`src/rtl/z16_pkg.sv`:
```
// Shared Z16 constants and types used by the fetch unit, its queue and its bus interface.
package z16_pkg;

    localparam int Z16_INSTR_W = 16;
    localparam int Z16_ADDR_W  = 16;
    localparam logic [Z16_ADDR_W-1:0] Z16_PC_STEP = 16'd2;

    typedef enum logic {
        RUN  = 1'b0,
        HALT = 1'b1
    } fetch_state_e;

    typedef struct packed {
        logic [Z16_ADDR_W-1:0]  pc;
        logic [Z16_INSTR_W-1:0] instr;
    } fetch_entry_t;

endpackage

```
`src/rtl/z16_fetch_unit_if.sv`:
```
// Fetch unit bus: instruction memory, decode handshake, redirect/halt control.
// Z16_FETCH_MISALIGN_TRAP_EN adds the o_misalign status line.
interface z16_fetch_unit_if;
    import z16_pkg::*;

    logic [Z16_ADDR_W-1:0]  o_imem_addr;
    logic [Z16_INSTR_W-1:0] i_imem_instr;
    logic                   o_valid;
    logic [Z16_INSTR_W-1:0] o_instr;
    logic [Z16_ADDR_W-1:0]  o_pc;
    logic                   i_ready;
    logic                   i_redirect;
    logic [Z16_ADDR_W-1:0]  i_redirect_pc;
    logic                   i_halt;
    logic                   o_halted;
`ifdef Z16_FETCH_MISALIGN_TRAP_EN
    logic                   o_misalign;
`endif

    modport master (
`ifdef Z16_FETCH_MISALIGN_TRAP_EN
        output o_misalign,
`endif
        output o_imem_addr, o_valid, o_instr, o_pc, o_halted,
        input  i_imem_instr, i_ready, i_redirect, i_redirect_pc, i_halt
    );

    modport slave (
`ifdef Z16_FETCH_MISALIGN_TRAP_EN
        input  o_misalign,
`endif
        input  o_imem_addr, o_valid, o_instr, o_pc, o_halted,
        output i_imem_instr, i_ready, i_redirect, i_redirect_pc, i_halt
    );

endinterface

```
`src/rtl/z16_fetch_queue.sv`:
```
// Small synchronous FIFO of fetched {pc, instr} entries; flush beats push and pop.
// The head is read from registered storage and forced to zero while empty.
module z16_fetch_queue
    import z16_pkg::*;
#(
    parameter  int QUEUE_DEPTH = 2,
    localparam int PTR_W       = $clog2(QUEUE_DEPTH),
    localparam int CNT_W       = PTR_W + 1
) (
    input  logic             i_clk,
    input  logic             i_rst,
    input  logic             i_push,
    input  logic             i_pop,
    input  logic             i_flush,
    input  fetch_entry_t     i_push_entry,
    output logic [CNT_W-1:0] o_count,
    output logic             o_head_valid,
    output fetch_entry_t     o_head_entry
);

    fetch_entry_t     mem_q [QUEUE_DEPTH];
    fetch_entry_t     mem_d [QUEUE_DEPTH];
    logic [PTR_W-1:0] rd_ptr_q, rd_ptr_d;
    logic [PTR_W-1:0] wr_ptr_q, wr_ptr_d;
    logic [CNT_W-1:0] count_q, count_d;
    logic             pop_ok;

    // NOTE: every signal gets a default first so no path through this block infers a latch.
    always_comb begin
        mem_d    = mem_q;
        rd_ptr_d = rd_ptr_q;
        wr_ptr_d = wr_ptr_q;
        count_d  = count_q;
        pop_ok   = i_pop && (count_q != '0);
        if (i_flush) begin
            rd_ptr_d = '0;
            wr_ptr_d = '0;
            count_d  = '0;
        end else begin
            if (i_push) begin
                mem_d[wr_ptr_q] = i_push_entry;
                wr_ptr_d        = wr_ptr_q + PTR_W'(1);
            end
            if (pop_ok) begin
                rd_ptr_d = rd_ptr_q + PTR_W'(1);
            end
            case ({i_push, pop_ok})
                2'b10:   count_d = count_q + CNT_W'(1);
                2'b01:   count_d = count_q - CNT_W'(1);
                default: count_d = count_q;
            endcase
        end
    end

    // NOTE: state flops use non-blocking assignment so every flop samples pre-edge values.
    always_ff @(posedge i_clk) begin
        if (i_rst) begin
            rd_ptr_q <= '0;
            wr_ptr_q <= '0;
            count_q  <= '0;
        end else begin
            rd_ptr_q <= rd_ptr_d;
            wr_ptr_q <= wr_ptr_d;
            count_q  <= count_d;
        end
    end

    // NOTE: storage is deliberately not reset; count gates every read so stale data never escapes.
    always_ff @(posedge i_clk) begin
        mem_q <= mem_d;
    end

    assign o_count      = count_q;
    assign o_head_valid = (count_q != '0);
    assign o_head_entry = o_head_valid ? mem_q[rd_ptr_q] : '0;

endmodule

```
`src/rtl/z16_fetch_unit.sv`:
```
// Z16 fetch sequencer: owns the PC, runs the RUN/HALT FSM and feeds the fetch queue.
// Z16_FETCH_MISALIGN_TRAP_EN traps odd redirect targets into HALT instead of aligning them.
module z16_fetch_unit
    import z16_pkg::*;
#(
    parameter logic [Z16_ADDR_W-1:0] RESET_PC    = 16'h0000,
    parameter int                    QUEUE_DEPTH = 2
) (
    input  logic           i_clk,
    input  logic           i_rst,
    z16_fetch_unit_if.master bus
);

    localparam int CNT_W = $clog2(QUEUE_DEPTH) + 1;

    fetch_state_e          state_q, state_d;
    logic [Z16_ADDR_W-1:0] pc_q, pc_d;
    logic                  push, pop, flush;
    logic [CNT_W-1:0]      count;
    logic                  head_valid;
    fetch_entry_t          head_entry, push_entry;
`ifdef Z16_FETCH_MISALIGN_TRAP_EN
    logic                  misalign_q, misalign_d;
`endif

    always_comb begin
        state_d    = state_q;
        pc_d       = pc_q;
`ifdef Z16_FETCH_MISALIGN_TRAP_EN
        misalign_d = misalign_q;
`endif
        pop        = head_valid & bus.i_ready;
        flush      = bus.i_redirect;
        // A full queue may still accept a fetch when its head leaves this cycle.
        push       = (state_q == RUN) & ~bus.i_halt & ~bus.i_redirect
                   & ((count < CNT_W'(QUEUE_DEPTH)) | pop);
        push_entry = '{pc: pc_q, instr: bus.i_imem_instr};

        if (bus.i_redirect) begin
            state_d = RUN;
            pc_d    = bus.i_redirect_pc & ~16'h0001;
`ifdef Z16_FETCH_MISALIGN_TRAP_EN
            misalign_d = 1'b0;
            if (bus.i_redirect_pc[0]) begin
                state_d    = HALT;
                pc_d       = bus.i_redirect_pc;
                misalign_d = 1'b1;
            end
`endif
        end else begin
            if (push) begin
                pc_d = pc_q + Z16_PC_STEP;
            end
            if ((state_q == RUN) && bus.i_halt) begin
                state_d = HALT;
            end
        end
    end

    always_ff @(posedge i_clk) begin
        if (i_rst) begin
            state_q    <= RUN;
            pc_q       <= RESET_PC;
`ifdef Z16_FETCH_MISALIGN_TRAP_EN
            misalign_q <= 1'b0;
`endif
        end else begin
            state_q    <= state_d;
            pc_q       <= pc_d;
`ifdef Z16_FETCH_MISALIGN_TRAP_EN
            misalign_q <= misalign_d;
`endif
        end
    end

    z16_fetch_queue #(
        .QUEUE_DEPTH (QUEUE_DEPTH)
    ) u_queue (
        .i_clk        (i_clk),
        .i_rst        (i_rst),
        .i_push       (push),
        .i_pop        (pop),
        .i_flush      (flush),
        .i_push_entry (push_entry),
        .o_count      (count),
        .o_head_valid (head_valid),
        .o_head_entry (head_entry)
    );

    assign bus.o_imem_addr = pc_q;
    assign bus.o_valid     = head_valid;
    assign bus.o_instr     = head_entry.instr;
    assign bus.o_pc        = head_entry.pc;
    assign bus.o_halted    = (state_q == HALT) && (count == '0);
`ifdef Z16_FETCH_MISALIGN_TRAP_EN
    assign bus.o_misalign  = misalign_q;
`endif

endmodule

```
`src/flat_wrapper.sv`:
```
// flat-port wrapper written by rule: the top's interface ports become plain ports
module z16_fetch_unit_flat import z16_pkg::*;
#(
    parameter logic [Z16_ADDR_W-1:0] RESET_PC    = 16'h0000,
    parameter int                    QUEUE_DEPTH = 2
)
  (i_clk, i_rst, bus_o_imem_addr, bus_o_valid, bus_o_instr, bus_o_pc, bus_o_halted, bus_i_imem_instr, bus_i_ready, bus_i_redirect, bus_i_redirect_pc, bus_i_halt);
  z16_fetch_unit_if bus_i ();
  input  logic i_clk;
  input  logic i_rst;
  output wire logic [$bits(bus_i.o_imem_addr)-1:0] bus_o_imem_addr;
  output wire logic [$bits(bus_i.o_valid)-1:0] bus_o_valid;
  output wire logic [$bits(bus_i.o_instr)-1:0] bus_o_instr;
  output wire logic [$bits(bus_i.o_pc)-1:0] bus_o_pc;
  output wire logic [$bits(bus_i.o_halted)-1:0] bus_o_halted;
  input wire logic [$bits(bus_i.i_imem_instr)-1:0] bus_i_imem_instr;
  input wire logic [$bits(bus_i.i_ready)-1:0] bus_i_ready;
  input wire logic [$bits(bus_i.i_redirect)-1:0] bus_i_redirect;
  input wire logic [$bits(bus_i.i_redirect_pc)-1:0] bus_i_redirect_pc;
  input wire logic [$bits(bus_i.i_halt)-1:0] bus_i_halt;
  assign bus_o_imem_addr = bus_i.o_imem_addr;
  assign bus_o_valid = bus_i.o_valid;
  assign bus_o_instr = bus_i.o_instr;
  assign bus_o_pc = bus_i.o_pc;
  assign bus_o_halted = bus_i.o_halted;
  assign bus_i.i_imem_instr = bus_i_imem_instr;
  assign bus_i.i_ready = bus_i_ready;
  assign bus_i.i_redirect = bus_i_redirect;
  assign bus_i.i_redirect_pc = bus_i_redirect_pc;
  assign bus_i.i_halt = bus_i_halt;
  z16_fetch_unit #(.RESET_PC(RESET_PC), .QUEUE_DEPTH(QUEUE_DEPTH)) u_core (.i_clk(i_clk), .i_rst(i_rst), .bus(bus_i));
endmodule
```
`config.mk`:
```
export PLATFORM = sky130hd
export DESIGN_NAME = z16_fetch_unit_flat
export DESIGN_NICKNAME = d
export VERILOG_FILES = /design/src/rtl/z16_pkg.sv /design/src/rtl/z16_fetch_unit_if.sv /design/src/rtl/z16_fetch_queue.sv /design/src/rtl/z16_fetch_unit.sv /design/src/flat_wrapper.sv
export SDC_FILE = /design/constraint.sdc
export NUM_CORES = 1
export LEC_CHECK = 0
export CAP_MARGIN = 20
export CORE_AREA = 2 2 71 107
export CTS_CLUSTER_DIAMETER = 100
export DETAILED_ROUTE_END_ITERATION = 8
export DIE_AREA = 0 0 73 109
export PLACE_DENSITY_LB_ADDON = 0.08
export SETUP_SLACK_MARGIN = 0.5
export SLEW_MARGIN = 15
export SYNTH_ARGS = -nofsm -noshare
export SYNTH_HDL_FRONTEND = slang
export SYNTH_HIERARCHICAL = 1
export SYNTH_SLANG_ARGS = --single-unit
```
`constraint.sdc`:
```
create_clock -name i_clk -period 14.5 [get_ports i_clk]
set_clock_uncertainty 0.1 [all_clocks]
set_input_delay 2.9 -clock i_clk [delete_from_list [all_inputs] [get_ports i_clk]]
set_output_delay 2.9 -clock i_clk [all_outputs]
set_load 0.01 [all_outputs]
```
Yosys cells after proc, flatten, opt, wreduce, memory -nomap -nowiden
Cells that the tools add are included.

word-level totals
  register bits after elaboration = 85
  bits in latches = 0
  bits in writable memories = 0
  memory bits (read-only) = 0
  input port bits = 37
  word-level logic and storage cells = 51
  memories = 0

operators by class
  $add $sub $neg = 5
  multiply operators = 0
  div/mod/pow operators = 0
  order comparisons = 4
  eq/ne operators = 2
  shift operators = 0
  muxes and demuxes = 10
  bitwise logic cells = 10
  reduce and logical (&&, ||, !) cells = 10

operator list
  operator                 number
  $mux W32                 5
  $bwmux W64               1
  $demux W32 S1            1
  $mux W16                 2
  $add A16 B2 Y16 const B  1
  $reduce_bool A2 Y1       3
  $and A1 B1 Y1            4
  $ge A2 B2 Y1 const B     2
  $logic_and A1 B1 Y1      4
  $not A1 Y2               2
  $pmux W2 S2              1
  $not A1 Y1               3
  $add A1 B1 Y1 const B    2
  $add A2 B1 Y2 const B    1
  $eq A2 B1 Y1 const B     1
  $eq A2 B2 Y1 const B     1
  $logic_not A2 Y1         1
  $lt A2 B1 Y1 const B     1
  $lt A2 B2 Y1 const B     1
  $reduce_and A2 Y1        1
  $reduce_or A2 Y1         1
  $sub A2 B1 Y2 const B    1
  $or A1 B1 Y1             1

Longest topological paths before layout
Gate-level depths: netlist (run 1).

  word-level depth = 6
  mapped depth = 10

Modules after synthesis
The synthesis (run 1) kept the hierarchy.

modules (own cells, without submodules)
  module           instances  cells an instance  area an instance (um^2)  sequential area each (um^2)
  z16_fetch_queue  1          157                2,587.5                  2,001.9
  z16_fetch_unit   1          104                875.8                    320.3

Worst setup path before layout (run 1)
OpenSTA, ideal clock, no wires.

  path kind = input-to-reg
  start point = input port bus_i_ready
  end point = register u_core/u_queue/mem_q[0] (netlist name) (enable)
  library setup time = 0.468 ns
  arrival = 5.988 ns
  setup slack = 7.944 ns
  stages = 4
  buffers on the path = 0
  cells stage by stage = a21boi_0 nor4_1 inv_1 nor3b_1

on the way
  cells in the longest elaborated chain, start to end = 4

RTL lines
  item                                line                   text
  start: declaration                  flat_wrapper.sv:17     input wire logic [$bits(bus_i.i_ready)-1:0] bus_i_ready;
  $and A1 B1 Y1                       z16_fetch_unit.sv:32   pop = head_valid & bus.i_ready;
  $or A1 B1 Y1                        z16_fetch_unit.sv:36   & ((count < CNT_W'(QUEUE_DEPTH)) | pop);
  $and A1 B1 Y1                       z16_fetch_unit.sv:36
  named net u_core.push               z16_fetch_unit.sv:18   logic push, pop, flush;
  $reduce_and A2 Y1 (no source line)  --
  end signal: assignment              z16_fetch_queue.sv:70  mem_q <= mem_d;
  end: declaration                    z16_fetch_queue.sv:21  fetch_entry_t mem_q [QUEUE_DEPTH];

The timed path passes the listed nets, and every way through them passes these cells.
A chain may end at the register's enable or synchronous reset.

Final worst setup path (run 1)
  start point = register u_core.u_queue.rd_ptr_q
  end point = output port bus_o_pc[6]

on the way
  cells in the longest elaborated chain, start to end = 5

RTL lines
  item                                         line                   text
  start: declaration                           z16_fetch_queue.sv:23  logic [PTR_W-1:0] rd_ptr_q, rd_ptr_d;
  start signal: assignment                     z16_fetch_queue.sv:62  rd_ptr_q <= rd_ptr_d;
  $not A1 Y2 (not written as such)             z16_fetch_queue.sv:75  assign o_head_entry = o_head_valid ? mem_q[rd_ptr_q] : '0;
  $mux W32 (not written as such) (3 in a row)  z16_fetch_queue.sv:75
  $mux W32                                     z16_fetch_queue.sv:75
  end: declaration                             flat_wrapper.sv:14     output wire logic [$bits(bus_i.o_pc)-1:0] bus_o_pc;

Every way passes these cells. The select of a mux whose other input is x is not followed.

==> results of run 1 <==
==> routing by layer <==
layer,global-route usage,share of wire
met1,0.198,0.41
met2,0.290,0.53
met3,0.0545,0.048
met4,0.0728,0.015
met5,0,0
==> cells by family after synthesis <==
group           Yosys count  share of synthesized area
mux                      33                     0.0954
fa+ha+maj                 2                    0.00722
xor+xnor                 10                     0.0253
compound gates           27                     0.0556
simple gates             83                      0.119
other cells               1                    0.00108
flops                    84                      0.671
buf+inv                  21                     0.0257
==> per-stage QoR <==
stage	hold WS [ns]	instance area, um2	setup slack [ns]	util
after detailed placement	0.392	4410	9.04	0.622
after CTS	0.418	4570	9.17	0.645
after global routing	0.435	4570	9.05	0.645
after floorplan	0.391	3470	7.94	-
final	0.420	4570	9.21	0.645
after global placement	0.393	4410	9.09	0.622
==> worst max-delay path, delay by kind of cell (launching register included) <==
family	cells	cell delay, ns
muxes	1	0.17
buffers and inverters	1	0.56
DFF	1	1.02
and+or+nand+nor	1	0.18
==> flip-flops by register name, summed over array words and instances, names as in the netlist <==
signal	flops
u_core/u_queue/wr_ptr_q	1
u_core/u_queue/mem_q	64
u_core/u_queue/o_count	2
u_core/state_q	1
u_core/u_queue/rd_ptr_q	1
u_core/bus.o_imem_addr	15
==> cell usage after synthesis <==
cell type,n,area [um2]
mux2i_1,33,330
or3b_4,1,11.3
nor4bb_1,1,10.0
nor3_1,8,40.0
nor4_1,1,6.26
nand4_1,2,12.5
inv_1,7,26.3
xor2_1,3,26.3
dfxtp_1,20,400
ha_1,2,25.0
or4_1,2,15.0
a211oi_1,8,60.1
conb_1,1,3.75
or4b_1,1,10.0
clkbuf_1,8,30.0
edfxtp_1,64,1920
buf_4,1,7.51
a311oi_1,8,70.1
a21boi_0,1,7.51
xnor2_1,7,61.3
buf_2,5,25.0
nand4bb_1,1,11.3
o31ai_1,2,15.0
or3_1,4,25.0
and4bb_2,1,12.5
and2_1,1,6.26
nor2_1,49,184
nor3b_1,2,15.0
nand2_1,3,11.3
o21ai_0,8,40.0
nand3_1,1,5.00
or3_2,4,30.0
nand3b_1,1,7.51
==> power by group through the flow <==
stage	Clock, uW	Combinational, uW	Sequential (uW)
6_report	139	39.9	272
3_5_place_dp	0	40.1	277
4_1_cts	144	40.3	272
3_3_place_gp	0	39.3	277
2_1_floorplan	0	14.9	277
5_1_grt	154	43.5	273
==> layout make-up <==
type | count | share of cell area
Multi-Input combinational cell | 158 | 0.235
Sequential cell | 84 | 0.508
Timing Repair Buffer | 90 | 0.194
Clock buffer | 13 | 0.0326
Inverter | 7 | 0.00575
Tap cell | 80 | 0.0219
Clock inverter | 3 | 0.00301
==> worst min-delay path by stage <==
stage / startpoint / endpoint / slack (ns) / cells past startpoint
after floorplan: u_core/u_queue/o_count[1] / u_core/u_queue/o_count[1] / 0.39 / 2
after global placement: u_core/bus.o_imem_addr[15] / u_core/u_queue/mem_q[31] / 0.39 / 0
after detailed placement: u_core/bus.o_imem_addr[15] / u_core/u_queue/mem_q[31] / 0.39 / 0
after CTS: u_core/bus.o_imem_addr[15] / u_core/u_queue/mem_q[63] / 0.42 / 0
after global routing: u_core/bus.o_imem_addr[15] / u_core/u_queue/mem_q[63] / 0.43 / 0
final: u_core/bus.o_imem_addr[15] / u_core/u_queue/mem_q[63] / 0.42 / 0
==> reports/qor.yml, run 1 <==
ctsHtreeMaxLevel: 3
routed_wl_mm: 6.47
antennaDiodeCount: 0
die_w_um: 73
status: "completed"
die_h_um: 109
grt-ovfl-total: 0
setup.worst_path.start_class: "register"
cts_root_buf: "clkbuf_8"
final_common_cell: "clkdlybuf4s50_1"
clock_latency_ns: 0.34
post-route-min-period_ns: 5.29
numCtsBuffers: 9
reg2reg_slack_ns: 11.71
p_sw_frac: 0.214
start_util: 0.489
nets: 389
crit_required_ns: 11.50
num_rows: 38
nFillCells: 577
grtUsageTotal: 0.172
core_um2: 7080
crit_fanout: 33
syn2layout_area_growth_pct: 32.0
finalSetupViolCount: 0
synth-seq-cells: 84
hpwl_mm: 4.32
netSwitchingPower_uw: 96.6
vias: 2306
pwr_density_cell_nw_per_um2: 98.7
hold_violations: 0
cts_sinks: 84
clk_pin_slew_worst_paths_ns: 0.07
p_leak_uw: 0.00146
grt_pass1_wl_mm: 10.3
synth.distinct_cells: 33
maxCapViolCount: 0
p_total_uw: 451
antenna_found_initial: 0
fin_cells: 435
max_stage_delay_ns: 1.02
crit_path_end_kind: "output pin"
avgViaCountPerCell: 5.30
worst_pin_slew_ns: 1.05
fin_tns_setup_ns: 0
ir_drop_uv: 66.3
io_buffers: 84
endpoint: "bus_o_pc[6]"
dr.pass1.iters: 4
intPower_uw: 355
maxSlewViolCount: 0
grt_max_degree: 34
ant_nets: 0
combPwrFrac: 0.088
slowest_stage: "dfxtp_2"
multi_input_area_um2: 1070
grt_pass1_vias: 2194
drc: 0
syn_area_um2: 3460
ys_seq_area_frac: 0.671
cp_cell_sequence: "mux2i_1 > nor2_1 > clkdlybuf4s50_1"
post_cts_buffers: 0
cp.arrival_ns: 2.29
ios: 87
drt-wirelength-per-cell_um: 14.9
r2r_cells: 8
final_cell_mix: "clkdlybuf4s50_1 (84), edfxtp_1 (64), nor2_1 (48), mux2i_1 (33), dfxtp_1 (19)"
fp.dieArea_um2: 7960
crit_type: "reg -> out"
timing.fmax_mhz: 189
seqPwrFrac: 0.603
rsz0062_at_grt: "no"
clock_power_share: 0.309
regToRegEndpoint: "u_core/bus.o_imem_addr[13]"
avgSynthCellArea_um2: 13.3
clockBufferDepth: 2
ctsResizeCount: 0
hold_buffers: 0
dp.cells: 419
worstReg2RegStart: "u_core/u_queue/o_count[0]"
cp-startpoint: "u_core/u_queue/rd_ptr_q"
timing.slew.headroom: 0.302
ff_latch_area_um2: 2320
synthCells: 261
yosys_warnings: 6
min_period_over_period: 0.364
tritoncts: "done"
post_route_cells_drive_above_1_share: 0.0789
first_iter_violations: 137
hold_path.class: "reg -> reg"
gp_congestion: 0.706
(Power assumes the default switching activity.)
==> inputs of run 2 (changes only) <==
Settings changed: CORE_AREA 2 2 71 107 to 2 2 76 114, DIE_AREA 0 0 73 109 to 0 0 78 116.
Clock period 14.5 ns to 4.3 ns, I/O delays scaled along.
==> reports/qor.yml, run 2 (synthesis results as in run 1) <==
grt_pass1_vias: 2200  # +0.27%
largest_reg_flops: 64  # unchanged
numCtsBuffers: 9  # unchanged
vias: 2276  # -1.3%
crit_path_end_kind: "output pin"
grtUsageTotal: 0.157  # -0.0151
hold_violations: 0  # unchanged
timing.fmax_mhz: 310
hold_path.class: "reg -> reg"
tritoncts: "done"
crit_type: "reg -> out"
drt-wirelength-per-cell_um: 14.4  # -3.0%
grt-ovfl-total: 0  # unchanged
avgViaCountPerCell: 4.97  # -6.3%
final_cell_mix: "clkdlybuf4s50_1 (84), edfxtp_1 (64), nor2_1 (48), mux2i_1 (33), dfxtp_1 (19)"
timing.slew.headroom: 0.293  # -0.00848
final_core_util: 0.594  # -0.0516
finalSetupViolCount: 0  # unchanged
post-route-min-period_ns: 3.23
hpwl_mm: 4.23  # -2.1%
worst_pin_slew_ns: 1.06  # +0.0127 ns
io_buffers: 84  # unchanged
post_cts_buffers: 0  # unchanged
cp.arrival_ns: 2.27  # -0.02 ns
slowest_stage: "dfxtp_2"
routed_wl_mm: 6.60  # +2.1%
ios: 87  # unchanged
die_w_um: 78  # +6.8%
cts_sinks: 84  # unchanged
maxSlewViolCount: 0  # unchanged
core_um2: 8010  # +13%
clock_latency_ns: 0.33  # about the same
gp_congestion: 0.722  # +2.1%
crit_fanout: 33  # unchanged
grt_max_degree: 34  # unchanged
drc: 0  # unchanged
largest_register: "u_core/u_queue/mem_q"
rsz0062_at_grt: "no"
start_util: 0.433  # -0.0564
pwr_density_cell_nw_per_um2: 383  # +290%
first_iter_violations: 99  # -28%
maxCapViolCount: 0  # unchanged
grt_pass1_wl_mm: 10.8  # +4.2%
cts_root_buf: "clkbuf_16"
dr.pass1.iters: 4  # unchanged
antenna_found_initial: 0  # unchanged
ctsHtreeMaxLevel: 3  # unchanged
p_leak_uw: 0.00153  # +4.9%
ctsResizeCount: 0  # unchanged
clockBufferDepth: 2  # unchanged
crit_required_ns: 3.34  # -8.16 ns
antennaDiodeCount: 0  # unchanged
syn2layout_area_growth_pct: 37.2
fp.dieArea_um2: 9050  # +14%
fin_tns_setup_ns: 0  # unchanged
cp_cell_sequence: "mux2i_1 > nor2_1 > clkdlybuf4s50_1"
hold_buffers: 0  # unchanged
setup.worst_path.start_class: "register"
nets: 387  # -0.51%
ant_nets: 0  # unchanged
num_rows: 40  # +5.3%
cp_top_family: "flip-flops"
die_h_um: 116  # +6.4%
cp.buffers_inverters: 1  # unchanged
ir_drop_uv: 230  # +250%
clk_pin_slew_worst_paths_ns: 0.06  # about the same
max_stage_delay_ns: 1.02  # about the same
status: "completed"
final_common_cell: "clkdlybuf4s50_1"
post_route_cells_drive_above_1_share: 0.0822  # +0.00328
min_period_over_period: 0.750
-- run 2: cell count changes in the layout (fill, tap and decap cells not counted), sizes merged --
cell / before / now
buf: 6 / 4
-- run 2: power breakdown --
part / internal, uW / switching, uW / total [uW]
registers: 897 / 20.9 / 918
clock network: 488 / 281 / 769
logic: 77.3 / 56.8 / 134
total: 1460 / 358 / 1820
-- run 2: per-layer routing --
layer | track usage | vias to the layer above | wire [um] | part of all wire
li1 | - | 1139 | - | -
met1 | 0.185 | 1063 | 2780 | 0.42
met2 | 0.268 | 64 | 3370 | 0.51
met3 | 0.0226 | 10 | 309 | 0.047
met4 | 0.0982 | 0 | 146 | 0.022
met5 | 0 | - | 0 | 0
-- run 2: cell type report --
type / count / area, um2
fill: 689 / 3250
sequential: 84 / 2320
multi-input combinational: 158 / 1080
timing repair buffer: 88 / 871
clock buffer: 13 / 303
tap: 105 / 131
inverter: 7 / 26.3
clock inverter: 3 / 13.8
-- run 2: stage by stage --
step	setup WS [ns]	hold slack (ns)	area (um2)	power [uW]	std cells
after detailed placement	0.895	0.407	4440	1070	442
after CTS	1.01	0.425	4750	1840	458
after global placement	0.935	0.397	4440	1070	442
after global routing	0.912	0.449	4750	1890	458
after floorplan	0.898	0.391	3480	985	263
final	1.07	0.430	4750	1820	458
-- run 2: worst paths after layout --
| kind | from | end | slack, ns | depth (start not counted) |
|---|---|---|---|---|
| max | u_core/u_queue/rd_ptr_q | bus_o_pc[6] | 1.07 | 3 |
| max reg2reg | u_core/u_queue/o_count[0] | u_core/u_queue/o_count[1] | 1.39 | 9 |
| min reg2reg | u_core/bus.o_imem_addr[15] | u_core/u_queue/mem_q[63] | 0.43 | 0 |
| min | u_core/bus.o_imem_addr[15] | u_core/u_queue/mem_q[63] | 0.43 | 0 |
